--- src/rtl/a2_a2_pkg.sv ---
// Shared types for the a2_a2 registered 2-bit adder slice.
// The operand width is fixed at 2; the result type carries the extra carry bit.
package a2_a2_pkg;

    localparam int A2_A2_WIDTH = 2;

    typedef logic [A2_A2_WIDTH-1:0] a2_a2_opnd_t;
    typedef logic [A2_A2_WIDTH:0]   a2_a2_res_t;

endpackage : a2_a2_pkg

--- src/rtl/a2_a2_fa.sv ---
// Single-bit full adder cell.
// This cell is purely combinational and is chained to form the ripple core of a2_a2.
module a2_a2_fa (
    input  logic a,
    input  logic b,
    input  logic ci,
    output logic s,
    output logic co
);

    logic p;

    assign p  = a ^ b;
    assign s  = p ^ ci;
    assign co = (a & b) | (ci & p);

endmodule : a2_a2_fa

--- src/rtl/a2_a2.sv ---
// Registered 2-bit ripple adder with carry-in: {c, s} = x + y + c0, latency 1.
// Define A2_A2_INREG_EN to add an input register stage (latency 2).
module a2_a2
    import a2_a2_pkg::*;
#(
    parameter int WIDTH = A2_A2_WIDTH
) (
    output logic [WIDTH-1:0] s,
    output logic             c,
    input  logic [WIDTH-1:0] x,
    input  logic [WIDTH-1:0] y,
    input  logic             c0,
    input  logic             clk,
    input  logic             rst_n
);

    generate
        if (WIDTH != A2_A2_WIDTH) begin : g_bad_width
            $error("a2_a2: WIDTH must be 2");
        end
    endgenerate

    a2_a2_opnd_t op_a;
    a2_a2_opnd_t op_b;
    logic        op_ci;

`ifdef A2_A2_INREG_EN
    a2_a2_opnd_t x_q;
    a2_a2_opnd_t y_q;
    logic        c0_q;

    // Both stages clear on the same reset edge, so the pipe restarts empty.
    always_ff @(posedge clk) begin
        if (!rst_n) begin
            x_q  <= '0;
            y_q  <= '0;
            c0_q <= 1'b0;
        end else begin
            x_q  <= x;
            y_q  <= y;
            c0_q <= c0;
        end
    end

    assign op_a  = x_q;
    assign op_b  = y_q;
    assign op_ci = c0_q;
`else
    assign op_a  = x;
    assign op_b  = y;
    assign op_ci = c0;
`endif

    // k[i] is the carry into bit i; k[WIDTH] is the carry-out.
    logic [A2_A2_WIDTH:0]   k;
    logic [A2_A2_WIDTH-1:0] sum_bits;
    a2_a2_res_t             res;

    assign k[0] = op_ci;

    generate
        for (genvar i = 0; i < A2_A2_WIDTH; i++) begin : g_ripple
            a2_a2_fa u_fa (
                .a  (op_a[i]),
                .b  (op_b[i]),
                .ci (k[i]),
                .s  (sum_bits[i]),
                .co (k[i+1])
            );
        end
    endgenerate

    assign res = {k[A2_A2_WIDTH], sum_bits};

    a2_a2_res_t res_q;

    // NOTE: state is updated with non-blocking assignments so every register
    // samples pre-edge values; blocking here would create order-dependent races.
    always_ff @(posedge clk) begin
        if (!rst_n) begin
            res_q <= '0;
        end else begin
            res_q <= res;
        end
    end

    assign s = res_q[A2_A2_WIDTH-1:0];
    assign c = res_q[A2_A2_WIDTH];

endmodule : a2_a2

--- config.mk ---
export PLATFORM = sky130hd
export DESIGN_NAME = a2_a2
export DESIGN_NICKNAME = d
export VERILOG_FILES = /design/src/rtl/a2_a2_pkg.sv /design/src/rtl/a2_a2_fa.sv /design/src/rtl/a2_a2.sv
export SDC_FILE = /design/constraint.sdc
export NUM_CORES = 1
export LEC_CHECK = 0
export CAP_MARGIN = 0
export CORE_AREA = 5 5 42 44
export DETAILED_ROUTE_END_ITERATION = 6
export DIE_AREA = 0 0 47 49
export HOLD_SLACK_MARGIN = 0.02
export PLACE_DENSITY = 0.37
export SLEW_MARGIN = 20
export SYNTH_ARGS = -nofsm -noshare
export SYNTH_HDL_FRONTEND = slang
export SYNTH_HIERARCHICAL = 1
export SYNTH_SLANG_ARGS = --single-unit
--- constraint.sdc ---
create_clock -name clk -period 1.75 [get_ports clk]
set_clock_uncertainty 0.15 [all_clocks]
set_input_delay 0.175 -clock clk [delete_from_list [all_inputs] [get_ports clk]]
set_output_delay 0.175 -clock clk [all_outputs]
set_load 0.02 [all_outputs]
* Word level (Yosys, flattened, before mapping)
Index checks and enable logic that the tools add are counted.
** Storage, ports and cells
- Flip-flop bits (word level) :: 3
- Input port bits :: 7
- Output and inout port bits :: 3
- Logic and storage cells :: 11
** Operators by class
- Bitwise operators :: 10
** Operators by type and width (count)
- 1-bit bitwise AND :: 4
- 1-bit XOR :: 4
- 1-bit bitwise OR :: 2

* Longest topological paths before layout
- Word-level depth :: 5
- Depth in mapped cells :: 3
- Mapped depth without buffers :: 3

* By module
Netlist, hierarchy kept.
** By module, submodules not included
- a2_a2 :: instances 1, cells an instance 6, area each 78.8 µm², sequential area each 60.1 µm²
- a2_a2_fa :: instances 2, cells an instance 1, area each 20.0 µm², sequential area each 0.0 µm²

* Worst setup path before layout
No wires, ideal clock.
- Kind :: input-to-reg
- From :: in x[0]
- To :: reg res_q[1]
- Setup time :: 0.115 ns
- Arrival :: 1.140 ns
- Data required time :: 1.485 ns
- Path slack :: 0.345 ns
- Stages :: 3
- Path buffers :: 0
- Cell sequence :: fa_1 fa_1 and2_1
** Between the ends
- Longest elaborated chain between the ends :: 4
- Elaborated cells on any way between the ends :: 5
- Those cells by class :: bitwise: 5
** Ends and longest elaborated chain
- start, declared :: line a2_a2.sv:10 : input logic [WIDTH-1:0] x,
- 1-bit XOR :: line a2_a2_fa.sv:13 : assign p = a ^ b;
- 1-bit bitwise AND :: line a2_a2_fa.sv:15 : assign co = (a & b) | (ci & p);
- 1-bit bitwise OR * :: line a2_a2_fa.sv:15
- 1-bit XOR * :: line a2_a2_fa.sv:14 : assign s = p ^ ci;
- named net res[1] :: line a2_a2.sv:57 : a2_a2_res_t res;
- end signal, assigned :: line a2_a2.sv:83 : res_q <= res;
- end, declared :: line a2_a2.sv:75 : a2_a2_res_t res_q;
Mark *: on every way through the listed nets, which the timed path passes. The rest lies on a longest branch.
A chain may end at the register's enable or synchronous reset.

* Worst setup path after layout
- From :: in x[0]
- To :: reg res_q[1]
** Between the ends
- Longest elaborated chain between the ends :: 4
- Elaborated cells on any way between the ends :: 5
- Those cells by class :: bitwise: 5
** Ends and longest elaborated chain
- 1-bit XOR :: line a2_a2_fa.sv:13
- 1-bit bitwise AND :: line a2_a2_fa.sv:15
- 1-bit bitwise OR * :: line a2_a2_fa.sv:15
- named net k[1] :: line a2_a2.sv:55 : logic [A2_A2_WIDTH:0] k;
- 1-bit XOR * :: line a2_a2_fa.sv:14
- named net res[1] :: line a2_a2.sv:57
Marked as above.

==> report_table.html <==
<table>
<tr><th>Metric</th><th>Value</th></tr>
<tr><th colspan="2">Place</th></tr>
<tr><td>Post-placement worst setup slack</td><td>-0.1321 ns</td></tr>
<tr><td>Number of I/O port buffers</td><td>9</td></tr>
<tr><td>Cells after DPL</td><td>33</td></tr>
<tr><td>Weighted congestion at the end of routability-driven global placement</td><td>0.6270</td></tr>
<tr><th colspan="2">CTS</th></tr>
<tr><td>Quantity of gates resized following cts</td><td>0</td></tr>
<tr><td>Buffers from clock root to sink, at most</td><td>2</td></tr>
<tr><td>Clock Root Buffer</td><td>sky130_fd_sc_hd__clkbuf_4</td></tr>
<tr><td>Number of buffers inserted during clock tree synthesis</td><td>3</td></tr>
<tr><td>Number of levels in the clock H-tree</td><td>1</td></tr>
<tr><td>Clock-pin slew reported for the worst setup and hold paths after clock tree synthesis</td><td>0.04 ns</td></tr>
<tr><td>Count of clock tree sinks</td><td>3</td></tr>
<tr><td>Number of hold buffers added after cts</td><td>0</td></tr>
<tr><td>Setup Fix Bufs, Post-CTS</td><td>0</td></tr>
<tr><td>TritonCTS clock tree</td><td>done</td></tr>
<tr><th colspan="2">STA</th></tr>
<tr><td>Final number of setup-violating endpoints</td><td>0</td></tr>
<tr><td>Slew at the pin closest to its max-slew limit</td><td>approximately 0.22 ns</td></tr>
<tr><td>PnR worst setup slack</td><td>about 0.12 ns</td></tr>
<tr><td>Final Critical Period</td><td>roughly 1.6 ns</td></tr>
<tr><td>Maximum clock frequency</td><td>between 600 and 700 MHz</td></tr>
<tr><td>Final Max Tran Viols</td><td>0</td></tr>
<tr><td>Final worst-path cycle share</td><td>93.40%</td></tr>
<tr><td>Slew Limit Headroom</td><td>85.18%</td></tr>
<tr><td>RSZ-0062 raised after global routing</td><td>false</td></tr>
<tr><td>Final count of hold timing violations</td><td>0</td></tr>
<tr><th colspan="2">Setup path</th></tr>
<tr><td>Maximum net fanout on the critical path</td><td>1</td></tr>
<tr><td>Required time of the critical path</td><td>around 1.7 ns</td></tr>
<tr><td>Start-to-end type of the worst setup path</td><td>input port to flop</td></tr>
<tr><td>Arr. time, crit path</td><td>1.61 ns</td></tr>
<tr><td>Worst path max stage delay</td><td>about 0.44 ns</td></tr>
<tr><td>Most common cell type on the critical path</td><td>sky130_fd_sc_hd__fa_1</td></tr>
<tr><td>Worst path slowest cell</td><td>sky130_fd_sc_hd__fa_1</td></tr>
<tr><td>Sort of element at the end of the critical path</td><td>flop</td></tr>
<tr><td>Nature of the critical path startpoint</td><td>input port</td></tr>
<tr><td>Ordered list of cells on the worst path</td><td>clkdlybuf4s50_1 &gt; fa_1 &gt; fa_1 &gt; and2_1</td></tr>
<tr><th colspan="2">Pwr</th></tr>
<tr><td>Power Total</td><td>0.0002465 W</td></tr>
<tr><td>Leakage power figure</td><td>roughly 0.097 nW</td></tr>
<tr><td>Power density over the cells</td><td>~970 nW/µm²</td></tr>
<tr><td>Maximum vdd ir drop</td><td>roughly 0.19 mV</td></tr>
<tr><th colspan="2">Die</th></tr>
<tr><td>Die area</td><td>2303 µm²</td></tr>
<tr><td>Core Rows</td><td>14</td></tr>
<tr><td>Die Y-Extent</td><td>49 µm</td></tr>
<tr><td>I/O pin count</td><td>10</td></tr>
<tr><td>Core Area</td><td>about 1400 µm²</td></tr>
<tr><td>Overall die width</td><td>between 40 and 50 µm</td></tr>
<tr><td>Initial standard-cell utilization of the core</td><td>~8.5%</td></tr>
<tr><th colspan="2">Global routing</th></tr>
<tr><td>Pin count of the biggest net entering global routing</td><td>4</td></tr>
<tr><td>Global route total overflow</td><td>0</td></tr>
<tr><td>Antenna violations before repair</td><td>0</td></tr>
<tr><td>Vias in the first global route</td><td>140</td></tr>
<tr><td>First-pass GRT wire length</td><td>roughly 440 µm</td></tr>
<tr><td>Gr usage total</td><td>between 3 and 4%</td></tr>
<tr><th colspan="2">Cells and area</th></tr>
<tr><td>Register with the most flip-flops</td><td>res_q</td></tr>
<tr><td>Signed area change from the synthesized netlist to the final layout</td><td>114.7%</td></tr>
<tr><td>Most common library cell in the layout ignoring fill and taps</td><td>sky130_fd_sc_hd__clkdlybuf4s50_1</td></tr>
<tr><td>Number of diodes</td><td>0</td></tr>
<tr><td>Filler Cells Inserted</td><td>166</td></tr>
<tr><td>Sequential cell area in the final layout</td><td>about 60 µm²</td></tr>
<tr><td>Area of combinational cells with multiple inputs</td><td>58.81 µm²</td></tr>
<tr><td>Net count, final</td><td>31</td></tr>
<tr><td>Share of post-route cells with drive strength above 1</td><td>14.29%</td></tr>
<tr><td>Largest registers ranked by flip-flop count</td><td>res_q: 3 flops</td></tr>
<tr><td>Post-layout instance count excluding filler cells</td><td>37</td></tr>
<tr><td>Highest-count cells in the layout ignoring fill and taps</td><td>sky130_fd_sc_hd__clkdlybuf4s50_1, sky130_fd_sc_hd__and2_1, sky130_fd_sc_hd__clkbuf_4, sky130_fd_sc_hd__dfxtp_1, sky130_fd_sc_hd__fa_1</td></tr>
<tr><td>Number of flip-flops under the largest register name</td><td>3</td></tr>
<tr><th colspan="2">Synth</th></tr>
<tr><td>Yosys top cell area share</td><td>approximately half</td></tr>
<tr><td>Syn avg cell area</td><td>roughly 15 µm²</td></tr>
<tr><td>Dominant cell type by area after synthesis</td><td>sky130_fd_sc_hd__dfxtp_1</td></tr>
<tr><td>Synth Net Count</td><td>17</td></tr>
<tr><td>Sequential cell area fraction in the yosys report</td><td>about half</td></tr>
<tr><td>Yosys warnings</td><td>6</td></tr>
<tr><td>Largest cells by area after synthesis</td><td>sky130_fd_sc_hd__dfxtp_1, sky130_fd_sc_hd__fa_1, sky130_fd_sc_hd__and2_1</td></tr>
<tr><td>Gate count after technology mapping</td><td>8</td></tr>
<tr><td>Number of different library cells in the post-synthesis netlist</td><td>3</td></tr>
<tr><td>Number of flip-flops and latches in the synthesized netlist</td><td>3</td></tr>
<tr><td>Syn Std Cell Area</td><td>118.9 µm²</td></tr>
<tr><th colspan="2">Drt</th></tr>
<tr><td>Post-detailed-route DRC marker count</td><td>0</td></tr>
<tr><td>Count of antenna-violating nets left after detailed routing</td><td>0</td></tr>
<tr><td>Initial DRT Pass Iterations</td><td>1</td></tr>
<tr><td>First-iteration detailed-routing DRC count</td><td>0</td></tr>
<tr><td>WL per Instance</td><td>between 7 and 8 µm</td></tr>
<tr><td>Wirelength, routed</td><td>approximately 280 µm</td></tr>
<tr><td>Via density</td><td>2.730</td></tr>
<tr><td>Total number of vias</td><td>approximately 100</td></tr>
<tr><th colspan="2">Min path</th></tr>
<tr><td>Hold crit path type</td><td>input port to flop</td></tr>
<tr><th colspan="2">Outcome</th></tr>
<tr><td>Result of the run</td><td>finished clean</td></tr>
<tr><th colspan="2">Flow run</th></tr>
<tr><td>Max-capacitance violation count</td><td>0</td></tr>
</table>
## final cells by class
cell class | instances | share of cell area (%)
clock buffer | 4 | 10.29
multi-input combinational | 5 | 23.04
sequential | 3 | 23.53
tap | 16 | 7.843
timing repair buffer | 9 | 35.29
## cells by family after synthesis
family	Yosys count	share of synthesized area [%]
fa+ha+maj	2	33.69
flops	3	50.53
simple gates	3	15.79
## routing by layer
layer  GRT usage [%]  wire length (µm)  up-vias
met4           6.912                17        0
li1                -                 -       49
met5               0                 0        -
met3           4.059                87        2
met2           4.072                97       12
met1           1.545                76       38
## stage by stage
stage               util [%]  instance area (µm²)  hold slack (ns)  TNS, ns
finish                 18.21                255.2           0.4108        0
global placement       16.34                229.0           0.6410  -0.1881
global route           18.21                255.2           0.4245        0
floorplan                  -                118.9           0.1467        0
CTS                    18.21                255.2           0.4103        0
detailed placement     16.34                229.0           0.6613  -0.2280
## worst paths after layout
check,from,endpoint,slack (ns),cells after the start
min,rst_n,res_q[2],0.41,2
max,x[0],res_q[1],0.12,4
## Yosys cell counts, drive strengths merged
cell	count
and2	3
fa	2
dfxtp	3
## power breakdown
part | leakage, nW | internal [W] | total [W] | switching [W]
Sequential | 0.0250 | 0.0000757 | 0.0000771 | 0.00000140
Combinational | 0.0570 | 0.0000292 | 0.0000479 | 0.0000187
Clock | 0.0150 | 0.0000855 | 0.000121 | 0.0000360
Total | 0.0970 | 0.000190 | 0.000246 | 0.0000562
## critical path, delay by kind of cell
kind | cells | cell delay [ns]
adders and majority gates | 2 | 0.87
buffers and inverters | 1 | 0.43
and+or+nand+nor | 1 | 0.14
Note: power is estimated with default switching activity, not from simulation.
